$ cat config.mk
export PLATFORM = sky130hd
export DESIGN_NAME = sys_pe
export DESIGN_NICKNAME = d
export VERILOG_FILES = /design/src/rtl/sys_pe.sv
export SDC_FILE = /design/constraint.sdc
export NUM_CORES = 1
export LEC_CHECK = 0
export BUFFER_PORTS_ARGS = -buffer_cell sky130_fd_sc_hd__buf_2
export CAP_MARGIN = 20
export CORE_ASPECT_RATIO = 0.7
export CORE_MARGIN = 5
export CORE_UTILIZATION = 59
export DETAILED_ROUTE_END_ITERATION = 10
export PLACE_DENSITY = 0.83
export SYNTH_ARGS = -nofsm -noshare
export SYNTH_HDL_FRONTEND = slang
export SYNTH_SLANG_ARGS = --single-unit
$ cat constraint.sdc
create_clock -name CLK -period 11.6 [get_ports CLK]
set_input_delay 2.32 -clock CLK [delete_from_list [all_inputs] [get_ports CLK]]
set_output_delay 2.32 -clock CLK [all_outputs]
set_load 0.005 [all_outputs]
$ cat src/rtl/sys_pe.sv
// sys_pe: systolic MAC cell that forwards A east and B south, accumulates one dot product per tile,
// and holds the tile result in a register that drains down the column's shift chain.
module sys_pe #(
  parameter int DATA_W   = 8,
  parameter int ACC_W    = 24,
  parameter int SIGNED   = 1,
  parameter int SATURATE = 1
) (
  input  logic              CLK,
  input  logic              rst,
  input  logic [DATA_W-1:0] a_in,
  input  logic              a_valid_in,
  input  logic              a_first_in,
  input  logic              a_last_in,
  input  logic [DATA_W-1:0] b_in,
  input  logic              b_valid_in,
  output logic [DATA_W-1:0] a_out,
  output logic              a_valid_out,
  output logic              a_first_out,
  output logic              a_last_out,
  output logic [DATA_W-1:0] b_out,
  output logic              b_valid_out,
  input  logic              shift_en,
  input  logic [ACC_W-1:0]  res_in,
  input  logic              res_valid_in,
  output logic [ACC_W-1:0]  res_out,
  output logic              res_valid,
  output logic              ovf,
  output logic              err
);
  localparam int PW = 2 * DATA_W;
  logic [DATA_W-1:0] r_a, r_b;
  logic              r_av, r_af, r_al, r_bv, r_rv, r_ovf, r_err;
  logic [ACC_W-1:0]  r_acc, r_res;
  logic signed [PW-1:0] w_prod_s;
  logic [PW-1:0]     w_prod_u;
  logic [ACC_W:0]    w_prod_x, w_base, w_sum_x;
  logic [ACC_W-1:0]  w_clamp, w_sum;
  logic              w_fire, w_ovf, w_lfire;
  assign w_prod_s = PW'($signed(a_in)) * PW'($signed(b_in));
  assign w_prod_u = PW'(a_in) * PW'(b_in);
  assign w_prod_x = SIGNED != 0 ? {{(ACC_W + 1 - PW){w_prod_s[PW-1]}}, w_prod_s}
                                : {{(ACC_W + 1 - PW){1'b0}}, w_prod_u};
  assign w_base   = a_first_in ? '0 : {SIGNED != 0 ? r_acc[ACC_W-1] : 1'b0, r_acc};
  // One guard bit above ACC_W exposes both signed and unsigned overflow
  assign w_sum_x  = w_base + w_prod_x;
  assign w_ovf    = SIGNED != 0 ? w_sum_x[ACC_W] ^ w_sum_x[ACC_W-1] : w_sum_x[ACC_W];
  assign w_clamp  = SIGNED == 0 ? {ACC_W{1'b1}}
                  : w_sum_x[ACC_W] ? {1'b1, {(ACC_W - 1){1'b0}}} : {1'b0, {(ACC_W - 1){1'b1}}};
  assign w_sum    = (SATURATE != 0 && w_ovf) ? w_clamp : w_sum_x[ACC_W-1:0];
  assign w_fire   = a_valid_in & b_valid_in;
  assign w_lfire  = w_fire & a_last_in;
  always_ff @(posedge CLK) begin
    if (rst) begin
      {r_a, r_b, r_av, r_af, r_al, r_bv} <= '0;
      {r_acc, r_res, r_rv, r_ovf, r_err} <= '0;
    end else begin
      {r_a, r_av, r_af, r_al} <= {a_in, a_valid_in, a_first_in, a_last_in};
      {r_b, r_bv}             <= {b_in, b_valid_in};
      if (w_fire) r_acc <= a_last_in ? '0 : w_sum;
      if (w_fire & w_ovf) r_ovf <= 1'b1;
      if ((a_valid_in ^ b_valid_in) | (w_lfire & shift_en)) r_err <= 1'b1;
      // A finishing tile owns the result register even while the column drains
      if (w_lfire) begin
        r_res <= w_sum;
        r_rv  <= 1'b1;
      end else if (shift_en) begin
        r_res <= res_in;
        r_rv  <= res_valid_in;
      end
    end
  end
  assign {a_out, a_valid_out, a_first_out, a_last_out} = {r_a, r_av, r_af, r_al};
  assign {b_out, b_valid_out}                          = {r_b, r_bv};
  assign {res_out, res_valid, ovf, err}                = {r_res, r_rv, r_ovf, r_err};
endmodule

# Word-level counts from Yosys, hierarchy flattened
# Cells that the tools add are included.
word_totals:
  elab_cells: 29
  inputBits: 48
  regBits: 71
  out_inout_bits: 47
classes:
  addsub: 1
  mux: 8
  n_bitwise: 7
  n_mul: 1
  reduce_logical: 1
ops:
  columns: ["operator", "n"]
  rows:
  - ["24-bit 2-to-1 mux", 5]
  - ["25-bit adder", 1]
  - ["25-bit 2-to-1 mux", 1]
  - ["8-bit by 8-bit multiplier with 16-bit output", 1]
  - ["1-bit AND", 4]
  - ["1-bit 2-to-1 mux", 2]
  - ["2-bit nonzero test", 1]
  - ["1-bit XOR", 2]
  - ["1-bit OR", 1]

# Depth between registers and ports, before layout
logic_depth:
  ltp_word: 5
  mapped_depth: 32
  mapped_depth_nobuf: 31

# Worst setup path after synthesis
# OpenSTA, ideal clock, no wires.
synth_timing:
  path_type: "input to register"
  startpoint: "input a_in[7]"
  endpoint: "register r_res[11] (netlist: res_out[11])"
  path_buffers: 4
  t_required_ns: 11.458
  t_arrival_ns: 8.607
  slack_ns: 2.851
  setup_ns: 0.142
  stages: 25
  cell_sequence: "clkbuf_1 nand2_1 fa_1 fa_1 fa_1 fa_1 inv_1 ha_1 a21o_1 nor3_1 nand4_1 a21oi_2 xor2_1 inv_2 ha_1 clkbuf_1 and3_1 a221o_1 a31oi_4 nor3_1 a31o_1 buf_6 nor3_4 buf_4 a221oi_1"
synth_between:
  elab_chain_len: 5
  elab_cells_between_ends: 6
  cone_classes: "1 x add/sub; 1 x mul; 3 x mux; 1 x bitwise"
synth_rtl:
  columns: ["element", "line_no", "rtl"]
  rows:
  - ["start, declared", "11", "input logic [DATA_W-1:0] a_in,"]
  - ["8-bit by 8-bit multiplier with 16-bit output (*)", "40", "assign w_prod_s = PW'($signed(a_in)) * PW'($signed(b_in));"]
  - ["25-bit adder (*)", "46", "assign w_sum_x = w_base + w_prod_x;"]
  - ["24-bit 2-to-1 mux or 1-bit XOR (tied branches)", "49, 47", null]
  - ["24-bit 2-to-1 mux (*)", "50", "assign w_sum = (SATURATE != 0 && w_ovf) ? w_clamp : w_sum_x[ACC_W-1:0];"]
  - ["24-bit 2-to-1 mux (*)", "64", "if (w_lfire) begin"]
  - ["end signal, assigned", "65", "r_res <= w_sum;"]
  - ["end signal, assigned", "68", "r_res <= res_in;"]
  - ["end, declared", "34", "logic [ACC_W-1:0] r_acc, r_res;"]
# Mark *: on every way between the ends. The rest lies on a longest branch, timed or not.
# A chain may end at the register's enable or synchronous reset.

# Final worst setup path
layout_timing:
  startpoint: "input b_in[2]"
  endpoint: "register r_acc[7]"
layout_between:
  elab_chain_len: 5
  elab_cells_between_ends: 6
  cone_classes: "1 x add/sub; 1 x mul; 3 x mux; 1 x bitwise"
layout_rtl:
  columns: ["element", "line_no", "rtl"]
  rows:
  - ["start, declared", "15", "input logic [DATA_W-1:0] b_in,"]
  - ["8-bit by 8-bit multiplier with 16-bit output (*)", "40", null]
  - ["25-bit adder (*)", "46", null]
  - ["24-bit 2-to-1 mux or 1-bit XOR (tied branches)", "49, 47", null]
  - ["24-bit 2-to-1 mux (*)", "50", null]
  - ["24-bit 2-to-1 mux (*)", "60", "if (w_fire) r_acc <= a_last_in ? '0 : w_sum;"]
  - ["end signal, assigned", "60", null]
  - ["end, declared", "34", null]
# Marked as above.

==> flow_results.org <==
** Drt
- Drt first-iter violations :: between 400 and 500
- ANT nets after route :: 0
- Detailed routing inserted a total of roughly 5700 vias.
- Via density :: about 6
- After detailed routing, the number of remaining DRC violations is 0.
- Dividing the detail-routed wire length by the instance count gives 16.7 um.
- Total detailed-routing wirelength :: about 16 mm
- First-pass iteration count of the detailed router :: 5

** Floorplanning
- The die is about 140 um wide.
- Pin placement for this block handled 95 I/O pins.
- The core region is 11000 sq um.
- The die is between 90 and 100 um tall.
- Placement Rows :: 32
- Die footprint :: about 13000 sq um
- The initial utilization of the core area, before any placement, comes to 59.9%.

** Critical path
- Kind of start point of the critical path :: input pin
- Delay of the slowest cell on the worst path :: about 0.73 ns
- For this design, the slowest cell found on the critical path is sky130_fd_sc_hd__fa_1.
- Data on the critical path is required at its endpoint by between 10 and 15 ns.
- Cell family with most CP delay :: adder cells
- By startpoint and endpoint, the worst setup path is classified as in -> reg.
- Reg2Reg Depth :: 14
- The worst setup path is captured at a flip-flop.
- CP Max Fanout :: 23
- R2r endpoint :: r_acc[7]
- Startpoint of the worst register-to-register path :: r_acc[0]
- For the worst setup path, the data arrival time is around 9.7 ns.
- Counting stages on the worst path, the most repeated cell is sky130_fd_sc_hd__fa_1.
- In this run the register-to-register setup slack is roughly 7.4 ns.
- Buf/Inv on CP :: 5

** Synth
- Counting distinct cell types in the post-synthesis netlist gives 57.
- Avg Cell Area, Syn :: a little under 9 sq um
- The number of nets handed over by synthesis was a little under 900.
- Count of yosys warnings during synthesis :: 0
- EDFF count, synth :: 0
- The most used flip-flop cell after synthesis is sky130_fd_sc_hd__dfxtp_1.
- #FFs+latches synth :: 71
- Of the synthesized area, sequential elements account for between 20% and 30%.
- Async SR Flop Fraction :: 0%
- Number of cells produced by synthesis :: 739
- The synthesized netlist occupies a cell area of about 6600 sq um.

** Clocking
- Clock sink count :: 71
- The tree is rooted in a sky130_fd_sc_hd__clkbuf_16.
- Hold-fix buffer count after cts :: 0
- CTS tree :: yes
- After clock tree synthesis, the clock-pin slew on the worst setup and hold paths is roughly 0.06 ns.
- Clock tree synthesis inserted a total of 9 buffers.
- In this run the deepest clock path goes through 2 buffers.
- The clock reaches the later pin of the worst-skew pair after 0.33 ns.
- Post-CTS Setup Repair Bufs :: 0
- Number of H-tree levels :: 3
- Once the clock tree was built, the resizer swapped 0 gates to a different size.

** Global route
- The via count of the first global-routing pass is about 5700.
- Antenna violations before repair :: 0
- In the global route stage, met1 resource usage came out at roughly a third.
- Entering global routing, the biggest net connects 50 pins.
- Global-route usage over all layers :: between 20% and 30%
- For met3 alone, demand over resource in global routing was ~4.4%.
- After global routing the overflow that remains totals 0.
- GR Util met2 :: ~41%
- After global routing, the most crowded layer is met2.
- First-pass GRT wire length :: 27.7 mm

** Placement
- Number of input and output port buffers inserted :: 94
- At the end of routability-driven placement, the weighted congestion stood at ~0.9.
- Cell total after placement :: 960
- Estimated wirelength of the detail-placed design :: between 10 and 15 mm

** STA
- In this run the tightest slew margin relative to its limit is 41.4%.
- Setup repair after global routing missed its margin :: false
- Shortest clock period the worst path allows after layout :: ~9.4 ns
- Setup total negative slack :: 0 ns
- The total count of hold-check failures in the final report was 0.
- Final count of pins violating max slew :: 0
- The worst path uses approximately 81% of the clock period.
- Number of endpoints failing setup at the final stage :: 0
- For the pin with the worst max-slew slack, the measured transition is between 0.8 and 0.9 ns.
- Clock skew after layout :: 0.00440 ns
- Maximum frequency from static timing analysis :: 106 MHz

** Cells and area
- Layout overhead on the synthesized area :: 13.2%
- The repair_antennas step left the layout with diodes totalling 0.
- Layout cells sized above 1 :: about 15%
- The library cell used most frequently in the layout, excluding fill and tap cells, is sky130_fd_sc_hd__buf_2.
- In the final design database the tool counted between 900 and 1000 nets.
- Utilization after layout :: around two thirds
- For this run, the number of standard cells in the final layout without fillers is between 900 and 1000.
- In the layout the commonest cells are 94 x sky130_fd_sc_hd__buf_2, 93 x sky130_fd_sc_hd__inv_1, 71 x sky130_fd_sc_hd__dfxtp_1.

** Power and ir drop
- IR analysis of the VDD net gives a maximum drop of between 0.2 and 0.3 mV.
- Static Leak :: around 3.6 nW
- Power per cell area :: between 200 and 300 nW/um^2

** Job
- Reported max-cap violation count :: 0

** Min path
- The startpoint identified for the worst hold timing path is r_acc[13].
- The worst hold path belongs to the class reg -> reg.
- Terminating pin of the worst hold path :: r_acc[13]
- Counting instances, the worst hold path has a depth of 2.

** Status
- The run finished with clean final reports.
-- kinds of logic (layout without fill, tap and decap cells) --
logic type | Yosys count | after routing | share of synthesized area [%]
DFF | 71 | 71 | 21.6
buffers and inverters | 123 | 207 | 7.40
and+or+nand+nor | 222 | 222 | 18.4
xor gates and xnor gates | 40 | 40 | 5.54
AOI/OAI and AO/OA | 154 | 154 | 16.9
muxes | 21 | 21 | 3.22
adders and majority gates | 108 | 108 | 27.0
-- stage by stage --
stage / cell area (sq um) / hold WS [ns] / setup WS, ns / power (mW)
6_report: 7440 / 0.449 / 2.18 / 2.20
5_1_grt: 7440 / 0.476 / 1.66 / 2.40
4_1_cts: 7440 / 0.450 / 2.24 / 2.19
3_5_place_dp: 7120 / 0.436 / 1.99 / 1.87
3_3_place_gp: 7120 / 0.430 / 2.12 / 1.83
2_1_floorplan: 6570 / 0.417 / 2.85 / 1.53
-- sequential cells by signal, indices dropped and copies added, names as in the netlist --
signal,count
res_valid,1
err,1
a_out,8
a_valid_out,1
ovf,1
res_out,24
a_first_out,1
b_out,8
r_acc,24
a_last_out,1
b_valid_out,1
-- power breakdown --
group / switching (mW) / internal (mW)
Sequential: 0.0197 / 0.284
Combinational: 0.952 / 0.643
Clock: 0.115 / 0.190
-- cells in the mapped netlist (all sizes together) (3+ instances only) --
master	count	area [sq um]
dfxtp	71	1420
a31oi	7	58.8
o211ai	8	60.1
fa	56	1120
nand2b	7	43.8
a221oi	19	166
nand2	46	173
a21boi	3	22.5
nor3	8	56.3
buf	10	62.6
a211oi	11	82.6
xnor2	28	245
nand3	26	130
and2	48	300
a311oi	4	35.0
a31o	3	26.3
clkbuf	18	67.6
xor2	11	96.3
o21ai	22	110
o21bai	4	30.0
a221o	14	140
a21oi	32	164
nand4	3	18.8
a21o	12	90.1
nor2b	57	357
ha	52	651
nor2	19	71.3
mux2i	20	200
and3	3	18.8
inv	95	357
o21a	6	45.0
-- tightest hold or removal path, delay by kind of cell (launching register included) --
family	cells	cell delay, ns
compound gates	1	0.05
flops	1	0.32
simple gates	1	0.04
-- cell type report --
class | instances | area (sq um)
Inverter | 95 | 357
Multi-Input combinational cell | 545 | 4670
Clock inverter | 6 | 93.8
Timing Repair Buffer | 96 | 485
Sequential cell | 71 | 1420
Clock buffer | 10 | 229
Tap cell | 153 | 191
Fill cell | 899 | 3530
-- worst max-delay path by stage --
stage,depth (start not counted),start,end
after floorplan,25,a_in[7],res_out[11]
after global placement,25,b_in[2],r_acc[4]
after detailed placement,25,b_in[2],r_acc[9]
after CTS,25,b_in[2],r_acc[9]
after global routing,25,b_in[2],r_acc[21]
final,25,b_in[2],r_acc[7]
-- per-layer routing --
| metal | share of wire, % | wire, um |
|---|---|---|
| met4 | 2.0 | 329 |
| met1 | 45 | 7320 |
| met2 | 47 | 7710 |
| met5 | 0 | 0 |
| met3 | 5.7 | 933 |
No activity file was read; power rests on OpenSTA's default activity.
